**config.mk**
```make
export PLATFORM = sky130hd
export DESIGN_NAME = micro_sequencer
export DESIGN_NICKNAME = d
export VERILOG_FILES = /design/src/rtl/micro_sequencer.sv
export SDC_FILE = /design/constraint.sdc
export NUM_CORES = 1
export LEC_CHECK = 0
export BUFFER_PORTS_ARGS = -buffer_cell sky130_fd_sc_hd__buf_2
export CORE_ASPECT_RATIO = 1.1
export CORE_MARGIN = 2
export CORE_UTILIZATION = 45
export CTS_BUF_LIST = sky130_fd_sc_hd__clkbuf_8
export CTS_CLUSTER_SIZE = 8
export DETAILED_ROUTE_END_ITERATION = 12
export GPL_TIMING_DRIVEN = 0
export PLACE_DENSITY = 0.69
export REMOVE_ABC_BUFFERS = 1
export SLEW_MARGIN = 20
export SYNTH_ARGS = -nofsm -noshare
export SYNTH_HDL_FRONTEND = slang
export SYNTH_SLANG_ARGS = --single-unit
```
**constraint.sdc**
```tcl
create_clock -name clk -period 2.8 [get_ports clk]
set_input_delay 0.42 -clock clk [delete_from_list [all_inputs] [get_ports clk]]
set_output_delay 0.42 -clock clk [all_outputs]
set_load 0.02 [all_outputs]
```
**src/rtl/micro_sequencer.sv**
```systemverilog
`default_nettype none
// ---------------------------------------------------------------------------
// Module  : micro_sequencer
// Brief   : Microprogrammed sequencer: uPC, return stack, next-address logic
//           and registered datapath control word for the mARC control unit.
// Revision: 1.0 - initial release
// ---------------------------------------------------------------------------
module micro_sequencer #(
  parameter int CW_WIDTH    = 20,
  parameter int UADDR_WIDTH = 8,
  parameter int STACK_DEPTH = 4,
  parameter int IR_WIDTH    = 16,
  parameter int OPC_LSB     = 11,
  parameter int OPC_WIDTH   = 5
) (
  input  logic                            clk,
  input  logic                            rst,
  output logic [UADDR_WIDTH-1:0]          ucode_addr,
  input  logic [CW_WIDTH+6+UADDR_WIDTH-1:0] ucode_data,
  input  logic [IR_WIDTH-1:0]             ir,
  input  logic [4:0]                      status,
  input  logic                            mem_ready,
  input  logic                            stall,
  output logic [CW_WIDTH-1:0]             ctrlword,
  output logic                            halted,
  output logic                            err
);

  localparam int c_SP_WIDTH = $clog2(STACK_DEPTH + 1);
  localparam logic [c_SP_WIDTH-1:0] c_DEPTH = c_SP_WIDTH'(STACK_DEPTH);

  localparam logic [2:0] c_SEQ_NEXT     = 3'b000;
  localparam logic [2:0] c_SEQ_BRANCH   = 3'b001;
  localparam logic [2:0] c_SEQ_CALL     = 3'b010;
  localparam logic [2:0] c_SEQ_RET      = 3'b011;
  localparam logic [2:0] c_SEQ_DISPATCH = 3'b100;
  localparam logic [2:0] c_SEQ_WAIT     = 3'b101;
  localparam logic [2:0] c_SEQ_HALT     = 3'b110;

  logic [UADDR_WIDTH-1:0] r_upc;
  logic [CW_WIDTH-1:0]    r_ctrlword;
  logic                   r_halted;
  logic                   r_err;
  logic [c_SP_WIDTH-1:0]  r_sp;
  logic [UADDR_WIDTH-1:0] r_stack [STACK_DEPTH];

  logic [CW_WIDTH-1:0]    w_ctrl;
  logic [2:0]             w_seq;
  logic [2:0]             w_cond_sel;
  logic [UADDR_WIDTH-1:0] w_target;
  logic [OPC_WIDTH-1:0]   w_opcode;
  logic                   w_z, w_n, w_v, w_c, w_irq;
  logic                   w_cond;
  logic [UADDR_WIDTH-1:0] w_upc_inc;
  logic [UADDR_WIDTH-1:0] w_top;
  logic [UADDR_WIDTH-1:0] w_next_upc;
  logic                   w_push;
  logic                   w_pop;
  logic                   w_err_set;
  logic                   w_halt_set;
  logic                   w_unused_ir;

  assign w_ctrl     = ucode_data[UADDR_WIDTH+6 +: CW_WIDTH];
  assign w_seq      = ucode_data[UADDR_WIDTH+3 +: 3];
  assign w_cond_sel = ucode_data[UADDR_WIDTH   +: 3];
  assign w_target   = ucode_data[0 +: UADDR_WIDTH];
  assign w_opcode   = ir[OPC_LSB +: OPC_WIDTH];
  assign w_unused_ir = ^ir;

  assign {w_irq, w_c, w_v, w_n, w_z} = status;
  assign w_upc_inc = r_upc + UADDR_WIDTH'(1);

  always_comb begin
    w_cond = 1'b0;
    case (w_cond_sel)
      3'b000:  w_cond = 1'b1;
      3'b001:  w_cond = w_z;
      3'b010:  w_cond = ~w_z;
      3'b011:  w_cond = w_n ^ w_v;
      3'b100:  w_cond = ~(w_n ^ w_v) & ~w_z;
      3'b101:  w_cond = w_c;
      3'b110:  w_cond = w_v;
      default: w_cond = w_irq;
    endcase
  end

  // Top of stack is the entry just below sp; a compare-mux avoids out-of-range indexing.
  always_comb begin
    w_top = '0;
    for (int i = 0; i < STACK_DEPTH; i++) begin
      if (r_sp == c_SP_WIDTH'(i + 1)) w_top = r_stack[i];
    end
  end

  always_comb begin
    w_next_upc = w_upc_inc;
    w_push     = 1'b0;
    w_pop      = 1'b0;
    w_err_set  = 1'b0;
    w_halt_set = 1'b0;
    if (r_halted) begin
      w_next_upc = r_upc;
    end else begin
      case (w_seq)
        c_SEQ_NEXT: ;
        c_SEQ_BRANCH: if (w_cond) w_next_upc = w_target;
        c_SEQ_CALL: begin
          if (w_cond) begin
            w_next_upc = w_target;
            if (r_sp == c_DEPTH) w_err_set = 1'b1;
            else                 w_push    = 1'b1;
          end
        end
        c_SEQ_RET: begin
          if (w_cond) begin
            if (r_sp == '0) begin
              w_next_upc = '0;
              w_err_set  = 1'b1;
            end else begin
              w_next_upc = w_top;
              w_pop      = 1'b1;
            end
          end
        end
        c_SEQ_DISPATCH: w_next_upc = w_target + UADDR_WIDTH'(w_opcode);
        c_SEQ_WAIT: if (!mem_ready) w_next_upc = r_upc;
        c_SEQ_HALT: begin
          w_next_upc = r_upc;
          w_halt_set = 1'b1;
        end
        default: ;
      endcase
    end
  end

  always_ff @(posedge clk or posedge rst) begin
    if (rst) begin
      r_upc      <= '0;
      r_ctrlword <= '0;
      r_halted   <= 1'b0;
      r_err      <= 1'b0;
      r_sp       <= '0;
      for (int i = 0; i < STACK_DEPTH; i++) r_stack[i] <= '0;
    end else if (stall) begin
      r_ctrlword <= '0;
    end else begin
      r_upc      <= w_next_upc;
      r_ctrlword <= w_ctrl;
      r_err      <= r_err | w_err_set;
      r_halted   <= r_halted | w_halt_set;
      if (w_push) begin
        for (int i = 0; i < STACK_DEPTH; i++) begin
          if (r_sp == c_SP_WIDTH'(i)) r_stack[i] <= w_upc_inc;
        end
        r_sp <= r_sp + c_SP_WIDTH'(1);
      end else if (w_pop) begin
        r_sp <= r_sp - c_SP_WIDTH'(1);
      end
    end
  end

  assign ucode_addr = r_upc;
  assign ctrlword   = r_ctrlword;
  assign halted     = r_halted;
  assign err        = r_err;

endmodule
`default_nettype wire

```
### After elaboration in Yosys (flattened, before gate mapping)

Cells that the tools add are included.

* add/sub/neg operators: 4
* $mul: 0
* div/mod/pow operators: 0
* order comparisons: 0
* eq/ne operators: 17
* shift operators: 0
* muxes and demuxes: 29
* bitwise operators: 9
* reductions and logical operators: 10

Operators by type and width (count)
* $mux W8: 8
* $pmux W8 S5: 1
* $eq A3 B3 Y1 const B: 7
* $mux W20: 1
* $eq A3 B2 Y1 const B: 6
* $mux W1: 15
* $reduce_and A3 Y1: 4
* $eq A3 B1 Y1 const B: 3
* $add A8 B1 Y8 const B: 1
* $add A8 B5 Y8: 1
* $pmux W1 S7: 1
* $logic_not A3 Y1: 2
* $mux W3: 2
* $not A1 Y1: 5
* $reduce_and A4 Y1: 1
* $add A3 B1 Y3 const B: 1
* $sub A3 B1 Y3 const B: 1
* $ne A2 B2 Y1 const B: 1
* $or A1 B1 Y1: 2
* $pmux W1 S2: 1
* $reduce_and A2 Y1: 1
* $reduce_bool A2 Y1: 1
* $reduce_or A2 Y1: 1
* $and A1 B1 Y1: 1
* $xor A1 B1 Y1: 1

* register bits after elaboration: 65
* latch bits: 0
* RAM bits: 0
* ROM bits: 0
* bits of input ports: 59
* output and inout bits: 30
* logic and storage cells: 78
* memories: 0

### Logic depth before layout (Yosys ltp)

* word-level depth: 9
* mapped depth: 9
* mapped depth without buffers: 8

### Worst setup path after synthesis

No wires, ideal clock.

* kind: flip-flop to flip-flop
* from: reg r_sp[2]
* to: reg r_upc[1] (netlist: ucode_addr[1])
* library setup time: 0.077 ns
* data arrival time: 2.166 ns
* data required time: 2.723 ns
* slack: 0.557 ns
* cell stages (with the launch flop): 10
* path buffers: 1
* clock period less this slack: 2.243 ns
* cell sequence: dfrtp_1 > clkbuf_8 > inv_1 > ha_1 > nor4b_2 > a221oi_1 > o21ai_0 > a31oi_1 > o32a_1 > a21oi_1

* word-level cells in the longest chain between the ends: 8
* elaborated cells between the ends (all ways): 12
* those cells by class: eq/ne: 4; mux: 7; reduce/logical: 1

RTL lines
* from (decl): line 44 `logic [c_SP_WIDTH-1:0] r_sp;`
* from (signal assigned): line 155 `r_sp <= r_sp + c_SP_WIDTH'(1);`
* from (signal assigned): line 157 `r_sp <= r_sp - c_SP_WIDTH'(1);`
* $eq A3 B1 Y1: line 91 `if (r_sp == c_SP_WIDTH'(i + 1)) w_top = r_stack[i];`
* $mux W8 (4 in series): line 91
* $mux W8 (*): line 116 `if (r_sp == '0) begin`
* $mux W8 (*): line 115 `if (w_cond) begin`
* $pmux W8 S5 (*): line 104 `case (w_seq)`
* to (signal assigned): line 147 `r_upc <= w_next_upc;`
* to (decl): line 40 `logic [UADDR_WIDTH-1:0] r_upc;`

Mark *: on every way between the ends. The rest lies on a longest branch, timed or not.
A chain may end at the register's enable or synchronous reset.

### Final worst setup path

* from: reg r_sp[0]
* to: reg r_sp[2]

* word-level cells in the longest chain between the ends: 7
* elaborated cells between the ends (all ways): 16
* those cells by class: add/sub: 2; eq/ne: 1; mux: 10; reduce/logical: 3

RTL lines
* $eq A3 B3 Y1 or $logic_not A3 Y1 (tied branches): line 110, 116
* $mux W1, on equally long branches: line 110, 116
* $mux W1, on equally long branches: line 108, 115
* $mux W1: line 104
* $mux W1: line 101 `if (r_halted) begin`
* $reduce_bool A2 Y1 (no line)
* $reduce_and A2 Y1 (no line)

Several ways; a longest one is shown, not always the timed one. The select of a mux whose other input is x is not followed.

==> results.toml <==
[setup_path]
startpoint_type = "register"
reg2regPathDepth = 8
required_ns = 3.06
r2r_slack_ns = 0.19
setup.worst_path.start = "r_sp[0]"
r2r-end = "r_sp[2]"
cp-end-kind = "register"
worstSetupPathType = "register to register"
cp_max_fo = 15
reg2reg_from = "r_sp[0]"
critPathCapture = "r_sp[2]"
arrival_ns = 2.87

[grt]
use_met3_pct = 3.823
grt_usage_pct = 20.69
grt-ovfl-total = 0
grtUsageMet2_pct = 33.70
grt_max_degree = 44
grt-busiest-layer = "met2"
met1_usage_pct = 26.81
grt_pass1_vias = 2818
grt_pass1_wl_um = 13860
antenna_found_initial = 0

[synth]
yosysSeqAreaShare_pct = 45.52
synthFlopType = "dfrtp_1"
ys_types = 67
postSynth.asyncResetShare_pct = 100.0
synthesis.area_mm2 = 0.003573
ys_ff_latch = 65
yosys_warnings = 0
yosysTopAreaCellShare_pct = 45.52
syn_avg_cell_area_um2 = 10.83
synth_cells = 330
synth_top_area_cell = "dfrtp_1"
synthTopCellsByArea = "dfrtp_1, mux2_4, ha_1, nand2_1, nor2b_1"
synth-edff-count = 0

[final_layout]
multiInputGateArea_mm2 = 0.001839
final_nets = 483
synthToLayoutAreaGrowth_pct = 20.13
final_cell_area_mm2 = 0.004293
seqCellArea_mm2 = 0.001628
diodes = 0
final_util_pct = 54.84
fill_cells = 710
drive_gt1_share_pct = 33.17

[sta]
period_needed_ns = 2.609
fin_worst_skew_ns = 0.008458
slew_violations = 0
slew_headroom_pct = 48.03
period_share_pct = 93.19
tightest_slew_ns = 0.7750
fmax_mhz = 383.2
final_hold_viol_count = 0
rsz0062_at_grt = "false"
setup_viol = 0

[placement]
place_area_mm2 = 0.004023
dp_hpwl_um = 6067
port-buffer-count = 77
routabilityCongestion = 0.8852

[floorplan]
io_pins = 89
die_w_um = 88.97
rows = 34
die_h_um = 97.46
design.core.area_mm2 = 0.007828
dieArea_mm2 = 0.008671
start_util_pct = 45.65

[clock_network]
cts_inserted_buffers = 9
cts_sinks = 65
cts.root.buffer_cell = "clkbuf_8"
cts_tree = "done"
ctsHtreeMaxLevel = 3
clkTransAtPathRegs_ns = 0.07
clockBufferDepth = 2
clkLatencyLatePin_ns = 0.34

[power_and_ir_drop]
peakVddDrop_v = 0.0003255
seqPwrFrac_pct = 40.4
power_mw = 3.155
swShare_pct = 36.08
power.switching_mw = 1.138
power_leakage_nw = 2.060
intPower_mw = 2.017
cellPowerDensity_mw_per_mm2 = 734.9
p_comb_share_pct = 33.5
pwr-share-clk_pct = 26.1

[drt]
dr.pass1.iters = 4
routed_wl_um = 8324
via_count = 2800
antenna_left = 0
drt-initial-drc-count = 189
vias_per_cell = 5.344
wire_per_inst_um = 15.89
drcViolationCount = 0

[hold_path]
hold_path_class = "input port to asynchronous set/reset pin"

[outcome]
outcome = "finished clean"

[run]
maxCapViolations = 0
==> sequential cells by signal, indices dropped and copies added (netlist names) <==
signal,flops
err,1
r_sp,3
ctrlword,20
ucode_addr,8
r_stack,32
halted,1
==> worst min path at each step <==
stage                           start           to  slack, ns  cells after the start
after floorplan           r_stack[30]  r_stack[30]       0.45                      2
final                             rst   r_stack[7]       0.04                      2
after global routing              rst   r_stack[7]       0.05                      2
after detailed placement          rst  r_stack[22]       0.41                      2
after global placement            err          err       0.45                      1
after CTS                         rst   r_stack[7]       0.04                      2
==> cells by family (layout without fill, tap and decap cells) <==
kind of cell             after synthesis  after routing  share of synthesized area [%]
AND/OR/NAND/NOR                      105            105                          16.56
XOR/XNOR                              15             15                          3.677
flip-flops                            65             65                          45.52
buffers and inverters                 22            108                          3.571
adder cells (fa/ha/maj)               13             13                          4.762
multiplexers                          26             26                          9.349
AO/OA/AOI/OAI                         84             84                          16.56
==> per-layer routing <==
| layer | up-vias | part of all wire (%) |
|---|---|---|
| li1 | 1367 | - |
| met2 | 51 | 51 |
| met3 | 12 | 3.4 |
| met1 | 1370 | 44 |
| met4 | 0 | 2.0 |
| met5 | - | 0 |
==> final cells by class <==
class	instances	share of cell area [%]
Clock inverter	4	0.9910
Clock buffer	12	3.847
Multi-Input combinational cell	243	42.84
Tap cell	108	3.148
Sequential cell	65	37.92
Timing Repair Buffer	84	10.49
Inverter	8	0.7578
==> cell usage after synthesis (2+ instances only) <==
master,instances
nor2b_1,20
o21a_1,2
xor2_1,7
o211ai_1,3
mux2_4,12
nand3_1,5
mux2_2,10
nand4_1,7
buf_6,4
nand2_1,34
o21bai_1,3
nand2b_1,2
a221oi_1,9
a21oi_1,13
o22a_1,3
o22ai_1,3
ha_1,12
nor3_1,2
a31oi_1,6
o21ai_0,20
a22oi_1,3
xnor2_1,8
nor2_1,15
clkbuf_1,7
nor4bb_1,3
a222oi_1,2
a21o_1,2
mux2i_1,3
inv_1,8
dfrtp_1,65
==> critical path, stage by stage (launching register included) <==
cell and delay (ns):
dfrtp_1 0.41, inv_1 0.10, ha_1 0.42, nand2_1 0.23, or3b_4 0.42, nor3_2 0.23, and2_2 0.24, mux2_1 0.34
o2bb2ai_1 0.14
==> through the flow <==
step	std cells	hold WS (ns)	setup TNS [ns]	worst slack, ns
3_3_place_gp	501	0.4538	-10.33	-0.2825
2_1_floorplan	316	0.4497	0	0.3712
5_1_grt	524	0.05012	0	0.08552
4_1_cts	522	0.04208	0	0.07492
6_report	524	0.04134	0	0.1906
3_5_place_dp	502	0.4108	-3.206	-0.2904
==> repair_timing <==
action / 4_1_cts / 5_1_grt
resized for setup: 3 / 1
endpoints found under the setup margin: 29 / 2
buffers inserted: 4 / 2
pin swaps: 3 / 1
hold buffers: 0 / 0
==> cells in the final DEF, fill, tap and decap left out, drive strengths merged, types with 4 or more instances in the layout <==
cell,count
a21oi,13
mux2,23
a31oi,6
nor2b,20
clkbuf,12
dfrtp,65
xor2,7
nand4,7
inv,10
nand3,5
xnor2,8
buf,84
nand2,35
nor2,15
a221oi,9
nor3,4
o21ai,20
ha,12
==> power groups by stage <==
| stage | clock, mW | combinational [mW] | sequential [mW] |
|---|---|---|---|
| 3_5_place_dp | 0 | 1.01 | 1.29 |
| 5_1_grt | 0.892 | 1.17 | 1.30 |
| 4_1_cts | 0.844 | 1.03 | 1.27 |
| 2_1_floorplan | 0 | 0.620 | 1.33 |
| 3_3_place_gp | 0 | 0.992 | 1.28 |
| 6_report | 0.825 | 1.06 | 1.27 |
(Power assumes the default switching activity.)
